<file path="config.mk">
export PLATFORM = sky130hd
export DESIGN_NAME = motor_ramp_sequencer
export DESIGN_NICKNAME = d
export VERILOG_FILES = /design/src/rtl/motor_ramp_sequencer.sv
export SDC_FILE = /design/constraint.sdc
export NUM_CORES = 1
export LEC_CHECK = 0
export CORE_ASPECT_RATIO = 1.4
export CORE_MARGIN = 2
export CORE_UTILIZATION = 68
export CTS_CLUSTER_DIAMETER = 150
export DETAILED_ROUTE_END_ITERATION = 16
export DONT_BUFFER_PORTS = 1
export GPL_ROUTABILITY_DRIVEN = 0
export GPL_TIMING_DRIVEN = 0
export PLACE_DENSITY_LB_ADDON = 0.25
export SYNTH_ARGS = -nofsm -noshare
export SYNTH_HDL_FRONTEND = slang
export SYNTH_SLANG_ARGS = --single-unit
</file>
<file path="constraint.sdc">
create_clock -name clk_in -period 6.9 [get_ports clk_in]
set_clock_uncertainty 0.15 [all_clocks]
set_input_delay 0.69 -clock clk_in [delete_from_list [all_inputs] [get_ports clk_in]]
set_output_delay 0.69 -clock clk_in [all_outputs]
set_load 0.1 [all_outputs]
</file>
<file path="src/rtl/motor_ramp_sequencer.sv">
`default_nettype none
//------------------------------------------------------------------------------
// Module      : motor_ramp_sequencer
// Description : Sequences one DC-motor run: soft-start to a latched target
//               duty, hold for a programmed number of ticks, soft-stop.
//               A fault input aborts to a latched FAULT state.
// Revision    : 1.0 - initial release
//------------------------------------------------------------------------------
module motor_ramp_sequencer #(
  parameter int DUTY_W    = 8,
  parameter int DUTY_MAX  = 255,
  parameter int RAMP_STEP = 16,
  parameter int RUN_W     = 16
) (
  input  logic              clk_in,
  input  logic              rst,
  input  logic              tick,
  input  logic              start,
  input  logic              stop,
  input  logic              dir_req,
  input  logic [DUTY_W-1:0] target_duty,
  input  logic [RUN_W-1:0]  run_ticks,
  input  logic              fault,
  input  logic              clear_fault,
  output logic [DUTY_W-1:0] duty,
  output logic              motor_en,
  output logic              motor_dir,
  output logic              busy,
  output logic              done,
  output logic              fault_latched,
  output logic [2:0]        state
);

  typedef enum logic [2:0] {
    ST_IDLE      = 3'd0,
    ST_RAMP_UP   = 3'd1,
    ST_RUN       = 3'd2,
    ST_RAMP_DOWN = 3'd3,
    ST_FAULT     = 3'd4
  } state_t;

  localparam logic [DUTY_W-1:0] C_DUTY_MAX = DUTY_W'(DUTY_MAX);
  localparam logic [DUTY_W:0]   C_STEP     = (DUTY_W+1)'(RAMP_STEP);

  state_t              state_q, state_d;
  logic [DUTY_W-1:0]   duty_q, duty_d;
  logic                motor_en_q, motor_en_d;
  logic                motor_dir_q, motor_dir_d;
  logic                busy_q, busy_d;
  logic                done_q, done_d;
  logic                fault_latched_q, fault_latched_d;
  logic [DUTY_W-1:0]   target_q, target_d;
  logic [RUN_W-1:0]    run_len_q, run_len_d;
  logic [RUN_W-1:0]    cnt_q, cnt_d;

  logic [DUTY_W-1:0]   target_clamped;
  logic [DUTY_W:0]     ramp_sum;
  logic [DUTY_W-1:0]   duty_up;
  logic [DUTY_W-1:0]   duty_down;

  // Saturating ramp arithmetic; the up-sum carries one extra bit so it never wraps.
  always_comb begin
    target_clamped = (target_duty > C_DUTY_MAX) ? C_DUTY_MAX : target_duty;
    ramp_sum       = {1'b0, duty_q} + C_STEP;
    duty_up        = (ramp_sum > {1'b0, target_q}) ? target_q : ramp_sum[DUTY_W-1:0];
    duty_down      = ({1'b0, duty_q} > C_STEP) ? (duty_q - C_STEP[DUTY_W-1:0]) : '0;
  end

  // Next-state and output decode; fault overrides every state, stop beats start/tick.
  always_comb begin
    state_d         = state_q;
    duty_d          = duty_q;
    motor_en_d      = motor_en_q;
    motor_dir_d     = motor_dir_q;
    busy_d          = busy_q;
    done_d          = 1'b0;
    fault_latched_d = fault_latched_q;
    target_d        = target_q;
    run_len_d       = run_len_q;
    cnt_d           = cnt_q;

    if (fault) begin
      state_d         = ST_FAULT;
      duty_d          = '0;
      motor_en_d      = 1'b0;
      busy_d          = 1'b0;
      fault_latched_d = 1'b1;
    end else begin
      case (state_q)
        ST_IDLE: begin
          if (start && !stop && (target_clamped != '0)) begin
            state_d     = ST_RAMP_UP;
            target_d    = target_clamped;
            run_len_d   = run_ticks;
            motor_dir_d = dir_req;
            duty_d      = '0;
            motor_en_d  = 1'b1;
            busy_d      = 1'b1;
          end
        end
        ST_RAMP_UP: begin
          if (stop) begin
            state_d = ST_RAMP_DOWN;
          end else if (duty_q == target_q) begin
            state_d = ST_RUN;
            cnt_d   = run_len_q;
          end else if (tick) begin
            duty_d = duty_up;
          end
        end
        ST_RUN: begin
          if (stop || (cnt_q == '0)) begin
            state_d = ST_RAMP_DOWN;
          end else if (tick) begin
            cnt_d = cnt_q - 1'b1;
          end
        end
        ST_RAMP_DOWN: begin
          if (duty_q == '0) begin
            state_d    = ST_IDLE;
            motor_en_d = 1'b0;
            busy_d     = 1'b0;
            done_d     = 1'b1;
          end else if (tick) begin
            duty_d = duty_down;
          end
        end
        ST_FAULT: begin
          if (clear_fault) begin
            state_d         = ST_IDLE;
            fault_latched_d = 1'b0;
          end
        end
        default: begin
          state_d    = ST_IDLE;
          duty_d     = '0;
          motor_en_d = 1'b0;
          busy_d     = 1'b0;
        end
      endcase
    end
  end

  // State and registered outputs; synchronous reset clears everything.
  always_ff @(posedge clk_in) begin
    if (rst) begin
      state_q         <= ST_IDLE;
      duty_q          <= '0;
      motor_en_q      <= 1'b0;
      motor_dir_q     <= 1'b0;
      busy_q          <= 1'b0;
      done_q          <= 1'b0;
      fault_latched_q <= 1'b0;
      target_q        <= '0;
      run_len_q       <= '0;
      cnt_q           <= '0;
    end else begin
      state_q         <= state_d;
      duty_q          <= duty_d;
      motor_en_q      <= motor_en_d;
      motor_dir_q     <= motor_dir_d;
      busy_q          <= busy_d;
      done_q          <= done_d;
      fault_latched_q <= fault_latched_d;
      target_q        <= target_d;
      run_len_q       <= run_len_d;
      cnt_q           <= cnt_d;
    end
  end

  assign duty          = duty_q;
  assign motor_en      = motor_en_q;
  assign motor_dir     = motor_dir_q;
  assign busy          = busy_q;
  assign done          = done_q;
  assign fault_latched = fault_latched_q;
  assign state         = state_q;

endmodule
`default_nettype wire

</file>
==> impl_results.md, run 1 <==
- First-pass GRT wire length: 13300 microns
- Most common cell after layout, fill and taps aside: dfxtp_1
- Setup crit end kind: flop
- Max Clk Rate: 251 MHz
- Congestion Overflow GR: 0
- Power per standard cell area: 183 mW/mm^2
- Final WL: 8250 microns
- Setup TNS: 0 ns
- 1st-pass router iterations: 7
- Max-slew headroom: 18.7%
- Final setup vio count: 0
- Syn avg cell area: 7.94 sq um
- Peak supply drop: 0.139 mV
- Core box area: approximately 0.0045 sq mm
- Outcome: finished clean
- Clk_lat worst skew: 0.31 ns
- Final Util: 75.0%
- Cell row count: 29
- Final Max Tran Viols: 0
- CTS root buf: clkbuf_8
- Largest net degree at the start of global routing: 16
- Initial DRC Count: approximately 230
- Final Critical Period: between 3 and 4 ns
- Vias per Instance: approximately 6.5
- Fillcell total: 369
- Worst hold path type: reg -> reg
- DRT antenna net count: 0
- I/O pin count: 48
- Part of the Yosys area used for sequential elements: 34.1%
- Routed via count: 3110
- Static Leak: 0.00123 uW
- Cts bufs inserted: 5
- Asr flop ratio synth: 0%
- Post-place setup slack: just over 3 ns
- Hold_buf cts: 0
- Yosys cell types: 57
- CTS tree: built
- Global-route usage over all layers: 31.1%
- Die Span X: between 60 and 70 microns
- Final WS setup: between 2 and 3 ns
- Post-CTS Resized: 0
- Critical path class: reg -> reg
- Tcrit/Tclk final: 57.6%
- Clock slew at reported path FFs: 0.09 ns
- WP data required: 7.00 ns
- Number of synthesized flops with an enable pin: 0
- Post CTS Setup Buffer Count: 0
- Post-synth top flop: dfxtp_1
- Final hold viol count: 0
- ANT cells: 0
- CTS max path bufs: 2
- IO Port Bufs: 0
- Nets@finish: 458
- Unrepaired setup endpoints after global routing: false
- Max-cap violations: 0
- Area grow syn2layout: 5.51%
- Pwr Total: a little over 600 uW
- Syn nets: about 450
- Most frequent cells in the layout: 55 x dfxtp_1, 49 x nor2_1, 46 x nand2_1
- WP data arrival: 4.07 ns
- Synthesized instance count: 406
- Clk sink count: 55
- CTS H-tree depth: 2
- Vias in the first global route: between 2k and 3k
- Startpoint Class: flop
- Post-synthesis register bit count: 55
- Initial antenna violation count: 0
- Actual slew at the worst max-slew pin: 1.22 ns
- Routed wire per std cell: 17.3 microns
- Layout cells sized above 1: 6.04%
- Die Y: 85.5 microns
- Dpl hpwl: 6180 microns
- Initial core utilization: just over 70%
- Worst Path Max Fanout: 8
- Mapped Area: 0.00323 sq mm
- DRC violations left: 0
- Die area: ~0.0053 sq mm
- Yosys warns: 0
## cell type report
cell class                      instances  area [sq um]  area share (%)
Multi-Input combinational cell        309          1930            56.6
Sequential cell                        55          1100            32.4
Buffer                                 23           125            3.68
Clock buffer                            8           100            2.94
Tap cell                               62          77.6            2.28
Inverter                               19          73.8            2.17
## power breakdown
| part | switching (uW) | leakage (uW) | total, uW | internal, uW |
|---|---|---|---|---|
| sequential | 23.1 | 0.000445 | 347 | 324 |
| combinational | 52.6 | 0.000737 | 82.2 | 29.6 |
| clock | 101 | 0.0000515 | 193 | 91.8 |
| total | 177 | 0.00123 | 622 | 445 |
## routing by layer
layer	part of all wire, %	GRT usage [%]	vias to the layer above
met1	35	30.6	1407
met4	6.2	21.2	0
met5	0	0	-
met2	52	59.3	182
met3	6.9	5.12	52
li1	-	-	1469
## cell usage after synthesis, types with 6 or more instances
cell type	count	area [sq um]
nor4_1	6	37.5
nand3_1	19	95.1
ha_1	13	163
clkbuf_1	12	45.0
o211ai_1	6	45.0
a31oi_1	6	37.5
mux2i_1	32	320
nor3_1	12	60.1
dfxtp_1	55	1100
nor2_1	49	184
a21oi_1	28	140
nand2_1	46	173
inv_1	18	67.6
o21ai_0	14	70.1
## metrics by stage
step           cells  instance area (sq um)  hold WS, ns
4_1_cts          476                   3400        0.347
3_5_place_dp     468                   3300        0.324
2_1_floorplan    406                   3230        0.296
5_1_grt          476                   3400        0.377
6_report         476                   3400        0.346
3_3_place_gp     468                   3300        0.316
## cells by family after synthesis
logic type                 Yosys count  synth area share [%]
AOI/OAI and AO/OA                   93                  18.5
adders and majority gates           13                  5.04
buffers and inverters               42                  6.17
DFF                                 55                  34.1
and+or+nand+nor                    164                  24.2
muxes                               33                  10.3
xor gates and xnor gates             6                  1.63
## critical path, cell delays in order, from the launching register on
cell and delay, ns:
dfxtp_1 1.14, inv_1 0.25, ha_1 0.44, ha_1 0.30
nand3_1 0.11, nor2_1 0.17, a21boi_0 0.48, o221ai_1 0.23
nor2_1 0.39, mux2i_1 0.25
## path summary, 6_finish.rpt
| path | start | to | slack [ns] | cells after the start |
|---|---|---|---|---|
| hold reg to reg | cnt_q[14]$_SDFFE_PP0P_ | cnt_q[14]$_SDFFE_PP0P_ | 0.35 | 2 |
| setup reg to reg | duty[4]$_SDFFE_PP0P_ | duty[3]$_SDFFE_PP0P_ | 2.92 | 9 |
| setup / recovery | duty[4]$_SDFFE_PP0P_ | duty[3]$_SDFFE_PP0P_ | 2.92 | 9 |
| hold / removal | cnt_q[14]$_SDFFE_PP0P_ | cnt_q[14]$_SDFFE_PP0P_ | 0.35 | 2 |
## state kept, by name, indices dropped and copies added (netlist names)
| signal | cells |
|---|---|
| busy | 1 |
| cnt_q | 16 |
| done | 1 |
| duty | 8 |
| fault_latched | 1 |
| motor_dir | 1 |
| run_len_q | 16 |
| state | 3 |
| target_q | 8 |
No activity file was read; power rests on OpenSTA's default activity.
==> run 2, diff against run 1 <==
Settings changed: CORE_UTILIZATION 68 to 63.
Clock period 6.9 ns to 3.95 ns, I/O delays scaled along.
==> run 2 against run 1 <==
Sequential cell count unchanged. Critical path depth unchanged. Sequential share of layout area up 0.051 points. Die area up 7.5%. Cell count up 0.42%. Cell area up 0.18%. Power up 74%. First-iteration DRC count down 12%. Clock-buffer cell count unchanged. Critical endpoint is now duty[2]$_SDFFE_PP0P_. Largest power group unchanged. Highest routed layer unchanged.
==> impl_results.md, run 2 (synthesis gave the netlist of run 1 again) <==
- Reg2reg setup slack: 0.32 ns (was 2.92 ns)
- Setup crit end kind: flop (unchanged)
- Post-place setup slack: 0.0925 ns (was 3.02 ns)
- IO Port Bufs: 0 (unchanged)
- 1st-pass router iterations: 5 (was 7)
- DRC violations left: 0 (unchanged)
- Final hold viol count: 0 (unchanged)
- Static Leak: 0.00124 uW (was 0.00123 uW)
- Worst hold path type: in -> reg (was reg -> reg)
- Clk sink count: 55 (unchanged)
- Crit-path cells: buf_2, xnor2_1, ha_1, nand3_1, nor2_1, a21boi_0, o221ai_1, nor2_1, mux2i_1 (was inv_1, ha_1, ha_1, nand3_1, nor2_1, a21boi_0, o221ai_1, nor2_1, mux2i_1)
- Max-slew headroom: 22.0% (was 18.7%)
- CP endpoint: duty[2]$_SDFFE_PP0P_ (was duty[3]$_SDFFE_PP0P_)
- Congestion Overflow GR: 0 (unchanged)
- Hold path start: target_duty[0] (was cnt_q[14]$_SDFFE_PP0P_)
- Biggest regs: cnt_q (16), run_len_q (16) (unchanged)
- Largest net degree at the start of global routing: 16 (unchanged)
- Startpoint Class: flop (unchanged)
- Post CTS Setup Buffer Count: 0 (unchanged)
- Routed via count: 3043 (was 3110)
- Vias per Instance: 6.37 (was 6.53)
- Multi-input logic area: 0.00193 sq mm (unchanged)
- Unrepaired setup endpoints after global routing: false (unchanged)
- I/O pin count: 48 (unchanged)
- CTS max path bufs: 2 (unchanged)
- WP data required: 4.03 ns (was 7.00 ns)
- Top sig layer: met4 (unchanged)
- Post-Route M1 WL: 2970 microns (was 2860 microns)
- Tcrit/Tclk final: 91.9% (was 57.6%)
- Routed wire per std cell: 16.8 microns (was 17.3 microns)
- Crit. Startpoint: duty[7]$_SDFFE_PP0P_ (was duty[4]$_SDFFE_PP0P_)
- Bufs and invs on worst path: 1 (unchanged)
- ANT cells: 0 (unchanged)
- CTS root buf: clkbuf_8 (unchanged)
- R2R depth: 9 (unchanged)
- Final WL: 8040 microns (was 8250 microns)
- Routed wl met2: 4180 microns (was 4300 microns)
- Routed wl met3: 580 microns (was 568 microns)
- First-pass GRT wire length: 13000 microns (was 13300 microns)
- Layout cells sized above 1: 6.76% (was 6.04%)
- Initial DRC Count: 205 (was 234)
- Clk_lat worst skew: 0.30 ns (was 0.31 ns)
- DRT antenna net count: 0 (unchanged)
- Fillcell total: 426 (was 369)
- Actual slew at the worst max-slew pin: 1.17 ns (was 1.22 ns)
- WP data arrival: 3.71 ns (was 4.07 ns)
- Max-cap violations: 0 (unchanged)
- Clock slew at reported path FFs: 0.10 ns (was 0.09 ns)
- Outcome: finished clean (unchanged)
- Initial antenna violation count: 0 (unchanged)
- Core box area: 0.00488 sq mm (was 0.00454 sq mm)
- Critical path class: reg -> reg (unchanged)
- Power per standard cell area: 317 mW/mm^2 (was 183 mW/mm^2)
- Final Critical Period: 3.63 ns (was 3.98 ns)
- Critical path's slowest cell: dfxtp_1 (unchanged)
- CTS H-tree depth: 2 (unchanged)
- Cts bufs inserted: 5 (unchanged)
- Final setup vio count: 0 (unchanged)
- Nets@finish: 458 (unchanged)
- Setup TNS: 0 ns (unchanged)
- Area grow syn2layout: 5.70% (was 5.51%)
- Hold_buf cts: 0 (unchanged)
- Vias in the first global route: 2955 (was 2972)
- Most frequent cells in the layout: 52 x dfxtp_1, 49 x nor2_1, 46 x nand2_1 (was 55 x dfxtp_1, 49 x nor2_1, 46 x nand2_1)
- Global-route usage over all layers: 28.9% (was 31.1%)
- Initial core utilization: 66.1% (was 71.1%)
- Register area: 0.00110 sq mm (about the same)
- Top Family by Delay on Critical Path: flip-flops (unchanged)
- CP max stage delay: 0.96 ns (was 1.14 ns)
- Final Max Tran Viols: 0 (unchanged)
- R2R Path Start: duty[7]$_SDFFE_PP0P_ (was duty[4]$_SDFFE_PP0P_)
- Stages on worst setup path: 9 (unchanged)
- Die Span X: 64.5 microns (was 62.2 microns)
- Die area: 0.00572 sq mm (was 0.00532 sq mm)
- Worst Path Max Fanout: 8 (unchanged)
- Peak supply drop: 0.243 mV (was 0.139 mV)
- Cell row count: 30 (was 29)
- Dpl hpwl: 6040 microns (was 6180 microns)
- Max Clk Rate: 275 MHz (was 251 MHz)
- Most common cell after layout, fill and taps aside: dfxtp_1 (unchanged)
- Final WS setup: 0.319 ns (was 2.92 ns)
- Die Y: 88.7 microns (was 85.5 microns)
- Crit-path most repeated cell: nor2_1
- CTS tree: built (unchanged)
- Reg-to-Reg End: duty[2]$_SDFFE_PP0P_ (was duty[3]$_SDFFE_PP0P_)
==> run 2: cell types whose count changed in the layout (fill, tap and decap cells not counted) <==
cell     delta
dfxtp_2     +3
dfxtp_1     -3
==> run 2: worst min path at each step <==
stage                           endpoint  slack, ns  depth (start not counted)
5_1_grt        run_len_q[8]$_SDFFE_PP0P_       0.09                          2
3_5_place_dp      cnt_q[15]$_SDFFE_PP0P_       0.32                          2
2_1_floorplan      cnt_q[3]$_SDFFE_PP0P_       0.30                          2
4_1_cts         target_q[0]$_SDFFE_PP0P_       0.09                          2
3_3_place_gp      cnt_q[15]$_SDFFE_PP0P_       0.32                          2
6_report        target_q[0]$_SDFFE_PP0P_       0.09                          2
==> run 2: final cells by class <==
class,count,area share (%)
Buffer,23,3.67
Clock buffer,8,2.94
Inverter,19,2.17
Multi-Input combinational cell,309,56.5
Sequential cell,55,32.4
Tap cell,64,2.35
==> run 2: timing repair <==
action	CTS	global route
endpoints found under the setup margin	0	5
endpoints found under the hold margin	0	0
resized for setup	0	3
==> run 2: metal layers <==
layer	global-route usage [%]	up-vias
li1	-	1466
met5	0	-
met3	6.62	31
met2	55.7	144
met4	15.3	0
met1	28.6	1402
==> run 2: through the flow <==
stage / std cells / power [uW] / utilization [%] / area [sq um] / hold slack (ns)
after floorplan: 406 / 726 / - / 3230 / 0.296
after global placement: 470 / 754 / 67.7 / 3310 / 0.315
after detailed placement: 470 / 757 / 67.7 / 3310 / 0.320
after CTS: 478 / 1090 / 69.8 / 3410 / 0.0865
after global routing: 478 / 1120 / 69.9 / 3410 / 0.0871
final: 478 / 1080 / 69.9 / 3410 / 0.0902
==> run 2: power by group <==
group / switching [uW] / total [uW] / internal, uW
combinational: 89.7 / 142 / 51.8
clock: 173 / 333 / 160
sequential: 39.9 / 606 / 566
total: 302 / 1080 / 778
